===== config.mk =====
export PLATFORM = sky130hd
export DESIGN_NAME = tetris_dp_param
export DESIGN_NICKNAME = d
export VERILOG_FILES = /design/src/rtl/tetris_dp_param.sv
export SDC_FILE = /design/constraint.sdc
export NUM_CORES = 1
export LEC_CHECK = 0
export ABC_AREA = 1
export CAP_MARGIN = 10
export CORE_MARGIN = 4
export CORE_UTILIZATION = 45
export CTS_CLUSTER_SIZE = 20
export DETAILED_ROUTE_END_ITERATION = 12
export GPL_TIMING_DRIVEN = 0
export PLACE_DENSITY = 0.65
export SLEW_MARGIN = 20
export SYNTH_ARGS = -nofsm -noshare
export SYNTH_HDL_FRONTEND = slang
export SYNTH_SLANG_ARGS = --single-unit

===== constraint.sdc =====
create_clock -name clka -period 9.19 [get_ports clka]
set_clock_uncertainty 0.2 [all_clocks]
set_input_delay 1.838 -clock clka [delete_from_list [all_inputs] [get_ports clka]]
set_output_delay 1.838 -clock clka [all_outputs]
set_load 0.05 [all_outputs]

===== src/rtl/tetris_dp_param.sv =====
// rtl/tetris_dp_param.sv - parametrised Tetris board/piece datapath with spawn, move, land, line-clear and game-over FSM
//
// Ports:
//   clka          clock, all state changes on the rising edge
//   restart       synchronous active-high reset, forces NEWBOARD
//   cmd_valid/cmd command handshake: 00 left, 01 right, 10 rotate, 11 soft drop
//   cmd_ready     high in MOVE when no gravity step is pending
//   tick          gravity pulse, only honoured in MOVE
//   piece_sel     type of the next piece, sampled in GEN
//   board_out     settled board, bit = row*COLS+col, row 0 at the top
//   frame_out     board plus active piece, all ones in GAMEOVER
//   piece_row/piece_col/rotation_out/piece_type  active piece
//   touched       one-cycle pulse when a piece is merged into the board
//   blocked       one-cycle pulse when left/right/rotate is rejected
//   lines_cleared saturating count of cleared rows
//   game_over     high in GAMEOVER
//   state_out     FSM state encoding

module tetris_dp_param #(
    parameter int COLS    = 4,
    parameter int ROWS    = 8,
    parameter int SCORE_W = 8
) (
    input  logic                    clka,
    input  logic                    restart,
    input  logic                    cmd_valid,
    input  logic [1:0]              cmd,
    output logic                    cmd_ready,
    input  logic                    tick,
    input  logic [1:0]              piece_sel,
    output logic [COLS*ROWS-1:0]    board_out,
    output logic [COLS*ROWS-1:0]    frame_out,
    output logic [$clog2(ROWS)-1:0] piece_row,
    output logic [$clog2(COLS)-1:0] piece_col,
    output logic [1:0]              rotation_out,
    output logic [1:0]              piece_type,
    output logic                    touched,
    output logic                    blocked,
    output logic [SCORE_W-1:0]      lines_cleared,
    output logic                    game_over,
    output logic [2:0]              state_out
);

    localparam int N         = COLS * ROWS;
    localparam int RW        = $clog2(ROWS);
    localparam int CW        = $clog2(COLS);
    localparam int SPAWN_COL = (COLS - 2) / 2;

    localparam logic [N-1:0]  ONE      = {{(N-1){1'b0}}, 1'b1};
    localparam logic [N-1:0]  ALL      = {N{1'b1}};
    localparam logic [N-1:0]  ROW_ONES = ALL >> (N - COLS);
    localparam logic [RW-1:0] SCAN_TOP = RW'(ROWS - 1);

    typedef enum logic [2:0] {
        S_GEN      = 3'b000,
        S_MOVE     = 3'b001,
        S_LAND     = 3'b010,
        S_CLEAR    = 3'b011,
        S_NEWBOARD = 3'b100,
        S_GAMEOVER = 3'b101
    } state_t;

    state_t            state, state_n;
    logic              grav_pend, grav_n;
    logic [RW-1:0]     scan, scan_n;
    logic [N-1:0]      board_n, frame_n, lo_mask;
    logic [RW-1:0]     row_n;
    logic [CW-1:0]     col_n;
    logic [1:0]        rot_n, type_n, next_rot;
    logic [SCORE_W-1:0] lines_n;
    logic              touched_n, blocked_n, do_down, row_full;
    logic [3:0]        cur_mask;

    // 2x2 occupancy mask, bit r*2+c; each rotation step moves (r,c) to (c,1-r)
    function automatic logic [3:0] shape_mask(input logic [1:0] ptype, input logic [1:0] rot);
        logic [3:0] m;
        case (ptype)
            2'd0:    m = 4'b1111;
            2'd1:    m = 4'b0101;
            2'd2:    m = 4'b1101;
            default: m = 4'b0001;
        endcase
        for (int i = 0; i < 3; i++) begin
            if (i < int'(rot)) m = {m[1], m[3], m[0], m[2]};
        end
        return m;
    endfunction

    function automatic logic [N-1:0] place(input int row, input int col, input logic [3:0] m);
        logic [N-1:0] v;
        v = '0;
        for (int r = 0; r < 2; r++) begin
            for (int c = 0; c < 2; c++) begin
                if (((m >> (r * 2 + c)) & 4'b0001) != 4'b0000 &&
                    (row + r) < ROWS && (col + c) < COLS && (col + c) >= 0)
                    v = v | (ONE << ((row + r) * COLS + col + c));
            end
        end
        return v;
    endfunction

    function automatic logic fits(input int row, input int col, input logic [3:0] m,
                                  input logic [N-1:0] b);
        logic ok;
        ok = 1'b1;
        for (int r = 0; r < 2; r++) begin
            for (int c = 0; c < 2; c++) begin
                if (((m >> (r * 2 + c)) & 4'b0001) != 4'b0000) begin
                    if ((row + r) >= ROWS || (col + c) >= COLS || (col + c) < 0)
                        ok = 1'b0;
                    else if (((b >> ((row + r) * COLS + col + c)) & ONE) != '0)
                        ok = 1'b0;
                end
            end
        end
        return ok;
    endfunction

    assign cmd_ready = (state == S_MOVE) && !grav_pend;
    assign state_out = state;

    always_comb begin
        state_n   = state;
        board_n   = board_out;
        row_n     = piece_row;
        col_n     = piece_col;
        rot_n     = rotation_out;
        type_n    = piece_type;
        scan_n    = scan;
        lines_n   = lines_cleared;
        grav_n    = 1'b0;
        touched_n = 1'b0;
        blocked_n = 1'b0;
        do_down   = 1'b0;
        next_rot  = rotation_out + 2'd1;
        cur_mask  = shape_mask(piece_type, rotation_out);
        row_full  = ((board_out >> (int'(scan) * COLS)) & ROW_ONES) == ROW_ONES;
        // Rows 0..scan; shifting ALL by N (scan at the bottom row) yields zero, so every row is selected
        lo_mask   = ~(ALL << ((int'(scan) + 1) * COLS));

        case (state)
            S_NEWBOARD: begin
                board_n = '0;
                row_n   = '0;
                col_n   = '0;
                rot_n   = '0;
                type_n  = '0;
                scan_n  = '0;
                lines_n = '0;
                state_n = S_GEN;
            end
            S_GEN: begin
                type_n = piece_sel;
                row_n  = '0;
                col_n  = CW'(SPAWN_COL);
                rot_n  = '0;
                if (fits(0, SPAWN_COL, shape_mask(piece_sel, 2'd0), board_out))
                    state_n = S_MOVE;
                else
                    state_n = S_GAMEOVER;
            end
            S_MOVE: begin
                // A pending gravity step takes priority; commands are held off by cmd_ready
                if (grav_pend) begin
                    do_down = 1'b1;
                end else if (cmd_valid) begin
                    case (cmd)
                        2'b00: begin
                            if (piece_col != '0 &&
                                fits(int'(piece_row), int'(piece_col) - 1, cur_mask, board_out))
                                col_n = piece_col - 1'b1;
                            else
                                blocked_n = 1'b1;
                        end
                        2'b01: begin
                            if (fits(int'(piece_row), int'(piece_col) + 1, cur_mask, board_out))
                                col_n = piece_col + 1'b1;
                            else
                                blocked_n = 1'b1;
                        end
                        2'b10: begin
                            if (fits(int'(piece_row), int'(piece_col),
                                     shape_mask(piece_type, next_rot), board_out))
                                rot_n = next_rot;
                            else
                                blocked_n = 1'b1;
                        end
                        default: do_down = 1'b1;
                    endcase
                end
                if (do_down) begin
                    if (fits(int'(piece_row) + 1, int'(piece_col), cur_mask, board_out))
                        row_n = piece_row + 1'b1;
                    else
                        state_n = S_LAND;
                end
                grav_n = tick && (state_n == S_MOVE);
            end
            S_LAND: begin
                board_n   = board_out | place(int'(piece_row), int'(piece_col), cur_mask);
                touched_n = 1'b1;
                scan_n    = SCAN_TOP;
                state_n   = S_CLEAR;
            end
            S_CLEAR: begin
                // A full row collapses everything above it; the same row index is rescanned
                if (row_full) begin
                    board_n = (board_out & ~lo_mask) | ((board_out << COLS) & lo_mask);
                    if (lines_cleared != {SCORE_W{1'b1}})
                        lines_n = lines_cleared + 1'b1;
                end else if (scan != '0) begin
                    scan_n = scan - 1'b1;
                end else begin
                    state_n = S_GEN;
                end
            end
            S_GAMEOVER: begin
                state_n = S_GAMEOVER;
            end
            default: begin
                state_n = S_NEWBOARD;
            end
        endcase

        if (state_n == S_GAMEOVER)
            frame_n = ALL;
        else if (state_n == S_MOVE)
            frame_n = board_n | place(int'(row_n), int'(col_n), shape_mask(type_n, rot_n));
        else
            frame_n = board_n;
    end

    always_ff @(posedge clka) begin
        if (restart) begin
            state         <= S_NEWBOARD;
            grav_pend     <= 1'b0;
            scan          <= '0;
            board_out     <= '0;
            frame_out     <= '0;
            piece_row     <= '0;
            piece_col     <= '0;
            rotation_out  <= '0;
            piece_type    <= '0;
            touched       <= 1'b0;
            blocked       <= 1'b0;
            lines_cleared <= '0;
            game_over     <= 1'b0;
        end else begin
            state         <= state_n;
            grav_pend     <= grav_n;
            scan          <= scan_n;
            board_out     <= board_n;
            frame_out     <= frame_n;
            piece_row     <= row_n;
            piece_col     <= col_n;
            rotation_out  <= rot_n;
            piece_type    <= type_n;
            touched       <= touched_n;
            blocked       <= blocked_n;
            lines_cleared <= lines_n;
            game_over     <= (state_n == S_GAMEOVER);
        end
    end

endmodule


==> results.toml, run 1 <==
[clock_tree]
post_cts_buffers = 0
h-tree-depth = 3
clockRootBuffer = "clkbuf_16"
cts.sink_count = 91
clk_pin_slew_ps = 80
cts_buffers = 9
cts_tree = "done"
clockBufferDepth = 2
cts_resized = 0
cts_hold_buf = 0
clkLatencyLatePin_ps = 350

[floorplan]
core-area_sq_mm = 0.02453
pin_count = 96
dieArea_sq_mm = 0.02768
start_util_pct = 46.01
die_w_um = 166.4
die-height_um = 166.4
core.rowCount = 57

[yosys]
ys_ff_latch = 91
synth_top_flop_cell = "dfxtp_1"
syn_avg_cell_area_sq_um = 5.509
yosysWarnings = 0
async_reset_ff_share_pct = 0
synth_edf_count = 0
syn_area_sq_mm = 0.01129
ys_top_cells_by_area = "nand2_1 20%, dfxtp_1 16%, nand3_1 14%"
synth_top_cell_by_area = "nand2_1"
yosysSeqAreaShare_pct = 16.14
syn-instance-count = 2049
synth_top_area_share_pct = 20.15
synthDistinctLibCells = 57
syn_nets = 2110

[flow_run]
timing.max_cap.violations = 0

[timing]
period_minus_slack_ps = 7890
setup_violations = 0
tightest_slew_ps = 948.3
max_slew_margin_pct = 35.14
finalWorstSetupSlack_ps = 1300
hold_viol_final = 0
drv_slew = 0
whs_ps = 283.1
fmaxAchievable_ghz = 0.1267
grt_setup_unrepaired = "false"
fin_tns_setup_ps = 0
fin_crit_sh_pct = 85.85

[routing]
finalWirelength_mm = 53.26
vias = 14840
ant_nets = 0
drc = 0
post_drt_via_cell_ratio = 5.973
routedWlPerCell_um = 21.44
drtPass1Iterations = 7
drt-initial-drc-count = 2083

[setup_path]
crit_slowest_cell = "clkbuf_1"
arrival_ps = 7960
worst-setup-path-type = "reg2reg"
cp.required_ps = 9260
cp_max_fo = 12
crit_family = "simple AND/OR/NAND/NOR gates"
cp-start-kind = "register"
worst_setup_path_end_kind = "register"
max_stage_delay_ps = 740
crit_buf_inv = 11
critical_path.most_common_cell = "nand2_1"

[placement]
place_area_sq_mm = 0.01265
place_ws_ps = 1562
portBuffers = 95
gp_congestion = 1.069
dp_hpwl_mm = 41.92
dp.cells = 2468

[grt]
grt_pass1_vias = 13460
grt_first_pass_wirelength_mm = 79.89
grt_max_degree = 20
grt_overflow = 0
grtUsageTotal_pct = 36.45
antenna_found_initial = 0

[cells_and_area]
final_layout_size_suffix_gt1_share_pct = 6.157
stdcell_area_sq_mm = 0.01295
post_layout_nonfiller_instances = 2484
nets = 2216
final_util_pct = 52.80
syn_to_final_growth_pct = 14.75
diodes = 0

[power]
power.density_mw_per_mm2 = 114.5
p_leak_nw = 6.064
ir_drop_mv = 0.1129
finalPower_mw = 1.484

[hold_path]
min_path_type = "reg2reg"

[status]
status = "completed"
-- area by class of cell --
| type | instances | area (sq um) |
|---|---|---|
| flip-flops and latches | 91 | 1822 |
| clock inverters | 7 | 78.83 |
| well taps | 324 | 405.4 |
| fillers | 2667 | 11580 |
| clock buffers | 9 | 225.2 |
| multi-input cells | 1621 | 8020 |
| plain buffers | 78 | 464.2 |
| repair buffers | 95 | 950.9 |
| inverters | 259 | 987.2 |
-- registers in the layout, indices dropped and copies added (netlist names) --
name and count:
piece_type 2, scan 3, blocked 1, rotation_out 2
frame_out 32, piece_col 2, board_out 32, touched 1
state_out 3, piece_row 3, lines_cleared 8, game_over 1
grav_pend 1
-- metal layers --
layer	share of wire [%]	GRT usage [%]	routed length (um)
met5	0	0	0
met4	7.7	21.84	4075
met3	9.2	5.403	4878
met2	44	57.75	23230
met1	40	46.87	21080
-- path summary, 6_finish.rpt --
check,to,slack [ps],start,depth (start not counted)
hold / removal,lines_cleared[7],280,lines_cleared[7],1
setup reg to reg,frame_out[29],1300,piece_row[0],42
setup / recovery,frame_out[29],1300,piece_row[0],42
hold reg to reg,lines_cleared[7],280,lines_cleared[7],1
-- worst register-to-register path: cells and delay by family (launching register included) --
kind / cells / cell delay, ps
AO/OA/AOI/OAI: 1 / 120
adder cells (fa/ha/maj): 5 / 1590
AND/OR/NAND/NOR: 25 / 3140
buffers and inverters: 11 / 2390
flip-flops: 1 / 410
-- synth_stat cells, types with 9 or more instances --
library cell    n
buf_6          15
clkinv_1        9
inv_1         231
nor3_1         46
o221ai_1       13
o21ai_0        45
buf_2          20
nand3_1       318
nor4_1         12
nor2_1        248
a22oi_1        11
nand2_2        21
clkbuf_1       32
nand2_1       606
dfxtp_1        91
ha_1           53
inv_2          13
buf_4           9
a21oi_1        86
o211ai_1       13
nand4_1        27
-- placed cells by master, fill, tap and decap left out, drive strengths merged, types with 29 or more instances in the layout --
master         count
a21oi             88
buf               46
clkbuf            41
clkdlybuf4s50     95
dfxtp             91
ha                53
inv              253
nand2            630
nand3            323
nand4             29
nor2             261
nor3              46
o21ai             54
-- power by group --
| group | internal, mW | switching, mW | leakage [nW] |
|---|---|---|---|
| Sequential | 0.415 | 0.0159 | 0.737 |
| Combinational | 0.194 | 0.480 | 5.18 |
| Clock | 0.193 | 0.186 | 0.148 |
| Total | 0.802 | 0.682 | 6.06 |
-- logic make-up (layout without fill, tap and decap cells) --
family | after synthesis | count (layout) | synth area share (%)
adders and majority gates | 53 | 53 | 5.875
DFF | 91 | 91 | 16.14
AOI/OAI and AO/OA | 243 | 243 | 13.61
xor gates and xnor gates | 10 | 10 | 0.7759
muxes | 1 | 1 | 0.08868
and+or+nand+nor | 1314 | 1314 | 50.65
buffers and inverters | 337 | 448 | 12.86
No activity file was read; power rests on OpenSTA's default activity.
==> run 2: changes to the inputs <==
--- a/config.mk
+++ b/config.mk
@@ -7,13 +7,14 @@
 export LEC_CHECK = 0
 export ABC_AREA = 1
 export CAP_MARGIN = 10
+export CORE_ASPECT_RATIO = 0.8
 export CORE_MARGIN = 4
 export CORE_UTILIZATION = 45
 export CTS_CLUSTER_SIZE = 20
 export DETAILED_ROUTE_END_ITERATION = 12
 export GPL_TIMING_DRIVEN = 0
 export PLACE_DENSITY = 0.65
-export SLEW_MARGIN = 20
+export RECOVER_POWER = 25
 export SYNTH_ARGS = -nofsm -noshare
 export SYNTH_HDL_FRONTEND = slang
 export SYNTH_SLANG_ARGS = --single-unit
==> run 2 against run 1 <==
Critical path depth did not move. Register-to-register slack improved by 210 ps. Worst setup slack better by 210 ps. Sequential share of layout area barely moved. Final area is 0.22% lower. Maximum frequency up 2.8%. Clock-buffer cell count increased by 2. Worst hold slack gained 5.7 ps. First-iteration DRC count is 13% higher. Sequential cell count is the same. Via count rose by 1.3%. Highest routed layer unchanged.
==> results.toml, run 2 (same netlist as run 1, synthesis figures left out) <==
[timing]
drv_slew = 0
tightest_slew_ps = 1203
setup_violations = 0
period_minus_slack_ps = 7678
fin_tns_setup_ps = 0
hold_viol_final = 0
max_slew_margin_pct = 19.16
fin_crit_sh_pct = 83.55
grt_setup_unrepaired = "false"
fmaxAchievable_ghz = 0.1302

[setup_path]
worst_setup_path_end_kind = "register"
crit_buf_inv = 10
cp-start-kind = "register"
cp_max_fo = 12
arrival_ps = 7750
cp.required_ps = 9260
crit_slowest_cell = "clkbuf_1"
critical_path.most_common_cell = "nand2_1"
worst-setup-path-type = "reg2reg"
max_stage_delay_ps = 680
crit_family = "simple AND/OR/NAND/NOR gates"

[placement]
portBuffers = 95
place_area_sq_mm = 0.01264
dp_hpwl_mm = 43.59
gp_congestion = 1.142
dp.cells = 2462

[clock_tree]
post_cts_buffers = 0
h-tree-depth = 3
clkLatencyLatePin_ps = 350
clockBufferDepth = 2
cts.sink_count = 91
clockRootBuffer = "clkbuf_16"
cts_tree = "done"
clk_pin_slew_ps = 70
cts_resized = 0
cts_hold_buf = 0
cts_buffers = 9

[floorplan]
pin_count = 96
start_util_pct = 46.07
core-area_sq_mm = 0.02450
dieArea_sq_mm = 0.02770
core.rowCount = 51
die_w_um = 185.1
die-height_um = 149.7

[power]
p_leak_nw = 6.147
power.density_mw_per_mm2 = 114.3
ir_drop_mv = 0.09037

[cells_and_area]
layout_commonest_cell = "nand2_1"
final_layout_size_suffix_gt1_share_pct = 6.065
reg.largest.list = "board_out (32), frame_out (32), lines_cleared (8)"
diodes = 0
syn_to_final_growth_pct = 14.50
post_layout_nonfiller_instances = 2478
mostFrequentLayoutCells = "606 x nand2_1, 318 x nand3_1, 248 x nor2_1, 231 x inv_1, 91 x dfxtp_1"
nets = 2216
stdcell_area_sq_mm = 0.01292

[routing]
vias = 15030
drc = 0
routedWlPerCell_um = 22.19
drt-initial-drc-count = 2351
finalWirelength_mm = 54.98
post_drt_via_cell_ratio = 6.065
drtPass1Iterations = 7
ant_nets = 0

[flow_run]
timing.max_cap.violations = 0

[grt]
antenna_found_initial = 1
grt_pass1_vias = 13520
grt_first_pass_wirelength_mm = 81.22
grtUsageTotal_pct = 38.37
grt_max_degree = 17
grt_overflow = 0

[status]
status = "completed"

[hold_path]
min_path_type = "reg2reg"
==> run 2: cell types whose count changed in the layout (fill, tap and decap cells not counted), sizes merged <==
cell           delta
clkbuf            +2
clkdlybuf4s50    -31
clkinv            -2
clkinvlp          +1
dlygate4sd3      +31
inv               -1
==> run 2: path summary, 6_finish.rpt <==
| path | from | end | slack [ps] | cells past startpoint |
|---|---|---|---|---|
| max reg2reg | piece_row[0] | frame_out[23] | 1510 | 42 |
| max | piece_row[0] | frame_out[23] | 1510 | 42 |
| min reg2reg | lines_cleared[7] | lines_cleared[7] | 290 | 1 |
| min | lines_cleared[7] | lines_cleared[7] | 290 | 1 |
==> run 2: final cells by class <==
class | instances | area, sq um
inverter | 259 | 987.2
fill | 2678 | 11580
timing repair buffer | 95 | 950.9
sequential | 91 | 1822
clock buffer | 11 | 242.7
multi-input combinational | 1621 | 8015
tap | 318 | 397.9
buffer | 78 | 464.2
clock inverter | 5 | 45.04
==> run 2: metrics by stage <==
stage | total power [mW] | hold WS [ps] | utilization (%) | setup WS (ps)
finish | 1.477 | 288.9 | 52.75 | 1512
global route | 1.547 | 330.8 | 52.75 | 882.3
CTS | 1.460 | 298.3 | 52.75 | 1581
detailed placement | 1.098 | 279.3 | 51.57 | 1627
global placement | 1.091 | 276.3 | 51.57 | 1629
floorplan | 0.8972 | 290.7 | - | 3113
==> run 2: per-layer routing <==
layer,GRT usage [%],wire (um)
met4,6.823,1345
met5,0,0
met2,52.66,20820
met1,55.11,23320
met3,17.89,9498
==> run 2: where the power goes <==
| group | internal (mW) | switching [mW] | total [mW] | leakage, nW |
|---|---|---|---|---|
| Clock | 0.195 | 0.173 | 0.368 | 0.138 |
| Combinational | 0.188 | 0.492 | 0.680 | 5.27 |
| Sequential | 0.415 | 0.0140 | 0.429 | 0.737 |
| Total | 0.798 | 0.679 | 1.48 | 6.15 |
==> run 3: changes to the inputs <==
--- a/config.mk
+++ b/config.mk
@@ -13,7 +13,7 @@
 export CTS_CLUSTER_SIZE = 20
 export DETAILED_ROUTE_END_ITERATION = 12
 export GPL_TIMING_DRIVEN = 0
-export PLACE_DENSITY = 0.65
+export PLACE_DENSITY = 0.67
 export RECOVER_POWER = 25
 export SYNTH_ARGS = -nofsm -noshare
 export SYNTH_HDL_FRONTEND = slang
==> constraint.sdc (replaced) <==
create_clock -name clka -period 6.56 [get_ports clka]
set_clock_uncertainty 0.2 [all_clocks]
set_input_delay 1.312 -clock clka [delete_from_list [all_inputs] [get_ports clka]]
set_output_delay 1.312 -clock clka [all_outputs]
set_load 0.05 [all_outputs]
==> run 3 against run 2 <==
Critical path depth fell by 2. Via count rose by 1.4%. Final area rose by 2.0%. Combinational power rose by 45%. Clock power rose by 42%. Power rose by 43%. Worst setup slack got worse by 1100 ps. Utilization rose by 1.0 points. Highest routed layer unchanged.
==> results.toml, run 3 (same netlist as run 1, synthesis figures left out) <==
[routing]
finalWirelength_mm = 55.91
drt-initial-drc-count = 2146
post_drt_via_cell_ratio = 6.142
drc = 0
vias = 15240
drtPass1Iterations = 8
routedWlPerCell_um = 22.53
ant_nets = 0

[grt]
grtUsageTotal_pct = 38.95
grt_max_degree = 18
grt_overflow = 0
grt_pass1_vias = 13530
grt_first_pass_wirelength_mm = 82.31
antenna_found_initial = 0

[cells_and_area]
nets = 2219
stdcell_area_sq_mm = 0.01318
syn_to_final_growth_pct = 16.75
final_layout_size_suffix_gt1_share_pct = 7.813
fillers = 2581
reg.largest.list = "board_out (32), frame_out (32), lines_cleared (8)"
layout_commonest_cell = "nand2_1"
diodes = 0
mostFrequentLayoutCells = "602 x nand2_1, 311 x nand3_1, 238 x nor2_1, 229 x inv_1, 88 x dfxtp_1"

[timing]
fin_crit_sh_pct = 94.09
hold_viol_final = 0
max_slew_margin_pct = 21.06
finalWorstSetupSlack_ps = 387.6
setup_violations = 0
drv_slew = 0
fmaxAchievable_ghz = 0.1620
tightest_slew_ps = 1172
fin_tns_setup_ps = 0
period_minus_slack_ps = 6172

[floorplan]
die-height_um = 149.7
core.rowCount = 51
start_util_pct = 46.07
die_w_um = 185.1
pin_count = 96
core-area_sq_mm = 0.02450
dieArea_sq_mm = 0.02770

[status]
status = "completed"

[power]
p_leak_nw = 6.246
power.density_mw_per_mm2 = 160.0
ir_drop_mv = 0.1479

[setup_path]
arrival_ps = 6200
cp-start-kind = "register"
max_stage_delay_ps = 490
crit_start = "piece_col[1]"
cp_max_fo = 13
crit_slowest_cell = "a21boi_0"
cp.required_ps = 6590
worst-setup-path-type = "reg2reg"
reg2reg_from = "piece_col[1]"
critical_path.most_common_cell = "nand2_1"
worst_setup_path_end_kind = "register"
crit_buf_inv = 7
crit_family = "simple AND/OR/NAND/NOR gates"

[placement]
dp_hpwl_mm = 44.30
gp_congestion = 1.105
portBuffers = 95
place_area_sq_mm = 0.01264
place_ws_ps = -967.3

[hold_path]
min_path_type = "reg2reg"
hp-start = "lines_cleared[7]"

[flow_run]
timing.max_cap.violations = 0

[clock_tree]
cts.sink_count = 91
cts_buffers = 9
clk_pin_slew_ps = 70
clkLatencyLatePin_ps = 360
clockBufferDepth = 2
cts_hold_buf = 0
h-tree-depth = 3
clockRootBuffer = "clkbuf_16"
cts_tree = "done"
## run 3: stage by stage
stage	hold WS (ps)	total power, mW	std cells	util, %
after CTS	301.4	2.071	2478	53.11
after floorplan	290.7	1.257	2049	-
after global placement	262.6	1.539	2462	51.57
final	296.0	2.108	2481	53.78
after detailed placement	285.8	1.547	2462	51.57
after global routing	337.5	2.208	2481	53.78
## run 3: path summary, 6_finish.rpt
| check | end | slack [ps] | depth (start not counted) |
|---|---|---|---|
| max | frame_out[23] | 390 | 40 |
| min reg2reg | lines_cleared[7] | 300 | 1 |
| max reg2reg | frame_out[23] | 390 | 40 |
| min | lines_cleared[7] | 300 | 1 |
## run 3: final cells by class
class | instances | area, sq um | share of cell area [%]
plain buffers | 77 | 504.2 | 3.826
well taps | 318 | 397.9 | 3.019
repair buffers | 99 | 980.9 | 7.443
multi-input cells | 1621 | 8173 | 62.01
clock inverters | 7 | 61.31 | 0.4652
inverters | 259 | 1003 | 7.614
flip-flops and latches | 91 | 1833 | 13.91
clock buffers | 9 | 225.2 | 1.709
## run 3: layer usage
metal / vias to the layer above / global-route usage (%) / part of all wire, %
met1: 7023 / 58.02 / 43
met4: 0 / 7.777 / 3.0
met5: - / 0 / 0
met3: 143 / 15.48 / 16
met2: 1114 / 52.50 / 38
li1: 6958 / - / -
## run 3: repair_timing
action | 4_1_cts | 5_1_grt
endpoints found under the hold margin | 0 | 0
gates resized for setup | 25 | 42
setup buffers | 0 | 4
cloned | 0 | 0
setup endpoints to repair | 32 | 32
pin swaps | 1 | 9
## run 3: where the power goes
| part | internal [mW] | switching [mW] |
|---|---|---|
| Combinational | 0.272 | 0.715 |
| Clock | 0.264 | 0.258 |
| Sequential | 0.581 | 0.0192 |
| Total | 1.12 | 0.992 |
## run 3: worst register-to-register path: cells and delay by family, from the launching register on
kind,cells,cell delay (ps)
simple gates,25,2630
buf+inv,7,1070
fa+ha+maj,5,1030
compound gates,3,730
flops,1,410
